==> src/rtl/icache.sv <==
// icache -- direct-mapped, one-word-per-line instruction cache.
//
// Hits are combinational (zero-cycle) in IDLE. A miss latches the word-aligned
// address and moves to FETCH. FETCH holds iREN/iaddr until the memory
// controller drops iwait, then fills the line and returns to IDLE. The hit is
// seen on the cycle after the fill.
// A fill always completes once it has started; only reset abandons it.
//
// Parameters:
//   SETS     number of lines (power of two, 2..64)
//   PC_ALIGN byte-offset bits ignored in imemaddr
// Ports:
//   CLK, nRST            clock, async active-low reset
//   imemREN, imemaddr    datapath fetch request / byte address
//   ihit, imemload       fetch satisfied this cycle / instruction word (0 when no hit)
//   iREN, iaddr          memory read request / word-aligned address (0 in IDLE)
//   iwait, iload         memory busy / read data
//   hit_count,miss_count saturating statistics (only with ICACHE_STATS_EN)
// Optional feature macro: ICACHE_STATS_EN
module icache #(
  parameter int SETS     = 16,
  parameter int PC_ALIGN = 2
) (
  input  logic        CLK,
  input  logic        nRST,
`ifdef ICACHE_STATS_EN
  output logic [31:0] hit_count,
  output logic [31:0] miss_count,
`endif
  input  logic        imemREN,
  input  logic [31:0] imemaddr,
  output logic        ihit,
  output logic [31:0] imemload,
  output logic        iREN,
  output logic [31:0] iaddr,
  input  logic        iwait,
  input  logic [31:0] iload
);

  localparam int IDX_W = $clog2(SETS);
  localparam int TAG_W = 32 - IDX_W - PC_ALIGN;
  localparam logic [31:0] ALIGN_MASK = ~((32'd1 << PC_ALIGN) - 32'd1);

  typedef enum logic {IDLE, FETCH} state_t;
  state_t state, next_state;

  logic [SETS-1:0]            valid;
  logic [SETS-1:0][TAG_W-1:0] tags;
  logic [SETS-1:0][31:0]      data;
  logic [31:0]                missaddr;

  logic [31:0]      line_addr;
  logic [IDX_W-1:0] req_idx, fill_idx;
  logic [TAG_W-1:0] req_tag, fill_tag;
  logic             lookup_hit, latch_miss, fill;

  assign line_addr  = imemaddr & ALIGN_MASK;
  assign req_idx    = line_addr[PC_ALIGN +: IDX_W];
  assign req_tag    = line_addr[31 -: TAG_W];
  assign fill_idx   = missaddr[PC_ALIGN +: IDX_W];
  assign fill_tag   = missaddr[31 -: TAG_W];
  assign lookup_hit = valid[req_idx] && (tags[req_idx] == req_tag);

  always_ff @(posedge CLK or negedge nRST) begin
    if (!nRST) state <= IDLE;
    else       state <= next_state;
  end

  always_comb begin
    next_state = state;
    ihit       = 1'b0;
    imemload   = 32'h0;
    iREN       = 1'b0;
    iaddr      = 32'h0;
    latch_miss = 1'b0;
    fill       = 1'b0;
    unique case (state)
      IDLE: begin
        if (imemREN) begin
          if (lookup_hit) begin
            ihit     = 1'b1;
            imemload = data[req_idx];
          end else begin
            latch_miss = 1'b1;
            next_state = FETCH;
          end
        end
      end
      FETCH: begin
        // imemaddr/imemREN are ignored here: a redirect waits for the fill.
        iREN  = 1'b1;
        iaddr = missaddr;
        if (!iwait) begin
          fill       = 1'b1;
          next_state = IDLE;
        end
      end
      default: next_state = IDLE;
    endcase
  end

  // Valid bits and the miss address are reset; reset forces IDLE so an
  // in-flight fill can never write.
  always_ff @(posedge CLK or negedge nRST) begin
    if (!nRST) begin
      valid    <= '0;
      missaddr <= 32'h0;
    end else begin
      if (latch_miss) missaddr        <= line_addr;
      if (fill)       valid[fill_idx] <= 1'b1;
    end
  end

  // Tag/data need no reset: valid alone gates hits. Fills overwrite freely.
  always_ff @(posedge CLK) begin
    if (fill) begin
      tags[fill_idx] <= fill_tag;
      data[fill_idx] <= iload;
    end
  end

`ifdef ICACHE_STATS_EN
  always_ff @(posedge CLK or negedge nRST) begin
    if (!nRST) begin
      hit_count  <= 32'h0;
      miss_count <= 32'h0;
    end else begin
      if (ihit && hit_count != 32'hFFFF_FFFF)        hit_count  <= hit_count + 32'd1;
      if (latch_miss && miss_count != 32'hFFFF_FFFF) miss_count <= miss_count + 32'd1;
    end
  end
`endif

endmodule

==> config.mk <==
export PLATFORM = sky130hd
export DESIGN_NAME = icache
export DESIGN_NICKNAME = d
export VERILOG_FILES = /design/src/rtl/icache.sv
export SDC_FILE = /design/constraint.sdc
export NUM_CORES = 1
export LEC_CHECK = 0
export BUFFER_PORTS_ARGS = -buffer_cell sky130_fd_sc_hd__buf_2
export CORE_MARGIN = 4
export CORE_UTILIZATION = 55
export CTS_CLUSTER_DIAMETER = 80
export DETAILED_ROUTE_END_ITERATION = 10
export PLACE_DENSITY = 0.76
export SLEW_MARGIN = 25
export SYNTH_ARGS = -nofsm -noshare
export SYNTH_HDL_FRONTEND = slang
export SYNTH_SLANG_ARGS = --single-unit
==> constraint.sdc <==
create_clock -name CLK -period 5.9 [get_ports CLK]
set_input_delay 0.295 -clock CLK [delete_from_list [all_inputs] [get_ports CLK]]
set_output_delay 0.295 -clock CLK [all_outputs]
set_load 0.1 [all_outputs]
# Word-level counts from Yosys, hierarchy flattened
# Cells that the tools add are included.
word_totals:
  regBits: 975
  inputBits: 68
  out_inout_bits: 66
  wordCells: 72
op_classes:
  n_lt_le_gt_ge: 3
  eq_ne: 1
  n_mux: 29
  bitwise_logic: 2
  reduce_logical: 2
ops:
  columns: ["cell", "n"]
  rows:
  - ["512-bit bitwise mux", 1]
  - ["416-bit bitwise mux", 1]
  - ["32-bit 2-to-1 mux", 6]
  - ["32-bit binary-select mux with 4-bit select", 1]
  - ["32-bit demux with 4-bit select", 1]
  - ["26-bit binary-select mux with 4-bit select", 1]
  - ["26-bit demux with 4-bit select", 1]
  - ["26-bit 2-to-1 mux", 2]
  - ["26-bit equality test", 1]
  - ["16-bit bitwise OR", 1]
  - ["1-bit 2-to-1 mux", 12]
  - ["4-bit by 5-bit less-than comparator with 1-bit output, second input constant", 2]
  - ["1-bit binary-select mux with 4-bit select", 1]
  - ["1-bit demux with 4-bit select", 1]
  - ["4-bit by 1-bit greater-or-equal comparator with 1-bit output, second input constant", 1]
  - ["1-bit logical AND", 2]
  - ["1-bit case mux with 2 select lines", 1]
  - ["1-bit NOT", 1]

# Logic depth before layout (Yosys ltp)
depth:
  ltp_word: 7
  ltp_mapped: 13
  mapped_depth_nobuf: 8

# Worst setup path before layout
# No wires, ideal clock.
synth_path:
  path_kind: "register to register"
  startpoint: "reg state"
  endpoint: "reg valid[8]"
  setup_ns: 0.089
  t_arrival_ns: 6.620
  required_time_ns: 5.811
  slack_ns: -0.809
  stages_incl_launch_ff: 5
  path_buffers: 0
  period_less_slack_ns: 6.709
  path_cell_list: "dfrtp_1 > and2_1 > nand2_1 > nor3_1 > or2_2"
synth_between:
  elab_chain_cells: 1
synth_lines:
  columns: ["element", "line", "source"]
  rows:
  - ["start: declaration", "45", "state_t state, next_state;"]
  - ["start signal: assignment", "66", "else state <= next_state;"]
  - ["1-bit 2-to-1 mux", "77", "unique case (state)"]
  - ["end signal: assignment", "106", "valid <= '0;"]
  - ["end signal: indexed assignment", "110", "if (fill) valid[fill_idx] <= 1'b1;"]
  - ["end: declaration", "47", "logic [SETS-1:0] valid;"]
# No other way between the ends.
# A chain may end at the register's enable or synchronous reset.

# Final worst setup path
layout_path:
  startpoint: "in imemaddr[4]"
  endpoint: "out imemload[21]"
layout_between:
  elab_chain_cells: 7
  word_cells_on_any_way: 11
  cone_classes: "1 x eq/ne; 9 x mux; 1 x reduce/logical"
layout_lines:
  columns: ["element", "line", "source"]
  rows:
  - ["start: declaration", "31", "input logic [31:0] imemaddr,"]
  - ["26-bit binary-select mux with 4-bit select", "62", "assign lookup_hit = valid[req_idx] && (tags[req_idx] == req_tag);"]
  - ["26-bit 2-to-1 mux (not written as such)", "62", null]
  - ["26-bit equality test", "62", null]
  - ["1-bit logical AND", "62", null]
  - ["32-bit 2-to-1 mux *", "80", "if (lookup_hit) begin"]
  - ["32-bit 2-to-1 mux *", "79", "if (imemREN) begin"]
  - ["32-bit 2-to-1 mux *", "77", null]
  - ["end: declaration", "33", "output logic [31:0] imemload,"]
# Mark *: on every way between the ends. The rest lies on a longest branch, timed or not. The select of a mux whose other input is x is not followed.

==> results.cfg <==
[clock_tree]
post_cts_buffers = 0
cts_buffer_depth = 3
htreeDepth = 3
cts_inserted_buffers = 94
cts_tree = built
cts-root-buf = clkbuf_16
cts.clk_slew.worst_paths_ns = 0.06
clock_sinks = 975
worstSkewPairLatency_ns = 0.64

[synth]
yosysMostFrequentCell = edfxtp_1
synth_area_leaders = edfxtp_1, mux4_2, dfrtp_1
synth-seq-cells = 975
synth_edf_count = 928
seq_area_frac_synth_pct = 76.7
synth_simple_gate_area_share_pct = 2.54
yosys.area.top_type = edfxtp_1
synthMuxAreaShare_pct = 17.8
synthFlopType = edfxtp_1
synth_cell_types = 53
synth_compound_area_share_pct = 0.958
syn_inst = 1663
yosysTopAreaCellShare_pct = 73.6
synth_fa_ha_area_share_pct = 0
synth_area_per_cell_um2 = 22.8
async_reset_ff_share_pct = 4.82
synth-xor-area-share_pct = 0.833
synth_area_mm2 = 0.0379
ys_warn_count = 0
synthTopCellsByCount = edfxtp_1, mux4_2, and2_1
synth_top_family_by_area = multiplexers

[place]
place_ws_ns = 0.986
gp_congestion = 0.772
place_hpwl_mm = 43.2
dp_cells = 2631
port_buffers = 129

[power]
p_per_area_mw_per_mm2 = 353
power_mw = 15.4
p_leak_nw = 14.3
ir_drop_mv = 0.272

[grt]
grt_pass1_vias = 19300
grt_first_pass_wirelength_mm = 127
grt_antenna_before_repair = 1
grt_usage_pct = 23.6
grt_max_degree = 94
gr-total-overflow = 0

[finish]
seqCellArea_mm2 = 0.0290
drive_above_1_share_pct = 32.4
area_delta_synth_final_pct = 15.3
fill_cells = 4324
nets = 1972
fin_cells = 2856
multiInputGateArea_mm2 = 0.00852

[timing]
grt_setup_unrepaired = no
relSlewSlack_pct = 28.9
fin_crit_sh_pct = 84.8
setup_viol = 0
fmax_mhz = 200
fin_skew_ns = 0.0163
hold_viol = 0
fin_setup_tns_ns = 0
drv_slew = 0
fin_crit_ns = 5.00
fin_ws_ns = 0.899
worstMarginPinSlew_ns = 1.07

[route]
route.detailed.drc = 0
vias_per_cell = 6.38
vias = 18200
drt_iter0_markers = 2040
wl_mm = 85.6
ant_nets = 0
firstDrtPassIters = 5
wl_per_cell_um = 30.0

[critical_path]
cp_max_fo = 93
crit_arrival_ns = 4.71
max_stage_delay_ns = 0.88
path_class = in2out
worst_path_max_delay_cell = buf_4
end_kind = output pin
cpLargestDelayFamily = buffers and inverters
crit_buf_inv = 3
cp.required_ns = 5.61
critPathLaunchType = primary input
path_cells = buf_8 > buf_4 > mux4_2 > nand2_1 > a31oi_1 > xnor2_1 > and4_1 > and4_2 > and2_1 > buf_2

[run_status]
status = complete, no violations

[floorplanning]
dieWidth_um = 270
die_h_um = 270
die_area_mm2 = 0.0731
floorplan.initialDensity_pct = 55.9
boundaryPins = 134
rows = 95
core_mm2 = 0.0678

[hold_path]
hp-class = in2reg

[run]
drv_cap = 0
sequential cells by signal (all words and copies together) (netlist names):
name	count
valid	16
state	1
missaddr	30
tags	416
data	512
cell usage in the layout, fill, tap and decap left out, types with 10 or more instances in the layout:
cell           count
buf_4             47
xor2_1            10
clkinv_1          24
clkbuf_16         96
or2_2             16
nor2_4            12
mux4_2           253
dfrtp_1           47
mux2_2            30
clkbuf_1          16
edfxtp_1         928
clkinv_2          21
nand2_1           13
and2_1            63
xnor2_1           26
nor2b_1           13
buf_2            102
dlygate4sd3_1     49
mux2i_1           57
buf_12            30
layer usage:
metal / vias up / share of wire (%) / GRT usage (%)
met5: - / 0 / 0
met4: 0 / 2.5 / 6.41
met3: 164 / 7.4 / 3.77
met2: 849 / 51 / 39.7
met1: 9747 / 39 / 32.9
li1: 7472 / - / -
kinds of logic after synthesis:
logic type,after synthesis
mux,349
simple gates,164
compound gates,49
other cells,1
buf+inv,89
xor+xnor,36
flops,975
worst paths after layout:
check / start / end / slack [ns] / cells past startpoint
setup / recovery: imemaddr[4] / imemload[21] / 0.90 / 10
hold reg to reg: valid[14] / valid[14] / 0.47 / 1
hold / removal: iload[25] / data[313] / 0.04 / 1
setup reg to reg: tags[27] / missaddr[2] / 2.23 / 9
min in group asynchronous: nRST / missaddr[11] / 0.37 / 3
max in group asynchronous: nRST / valid[7] / 5.01 / 3
what timing repair did:
item	CTS	global route
hold buffers	49	0
endpoints found under the hold margin	320	0
resized for setup	0	0
cell type report:
type	instances	share of cell area [%]
clock inverters	59	1.15
clock buffers	114	5.70
flip-flops and latches	975	66.5
inverters	2	0.0229
repair buffers	231	4.58
multi-input cells	600	19.5
well taps	873	2.50
diodes	2	0.0115
stage by stage:
| step | area (µm²) | utilization (%) | hold WS (ns) |
|---|---|---|---|
| after floorplan | 37900 | - | -0.000591 |
| after global placement | 40100 | 59.2 | 0.445 |
| after detailed placement | 40200 | 59.3 | 0.449 |
| after CTS | 43600 | 64.4 | 0.000436 |
| after global routing | 43700 | 64.4 | 0.0209 |
| final | 43700 | 64.4 | 0.0407 |
power by group:
group | internal, mW | switching [mW] | leakage, nW
registers | 8.01 | 0.266 | 8.91
logic | 0.478 | 0.844 | 3.88
clock network | 3.35 | 2.47 | 1.48
Power figures use the tool's default switching activity.
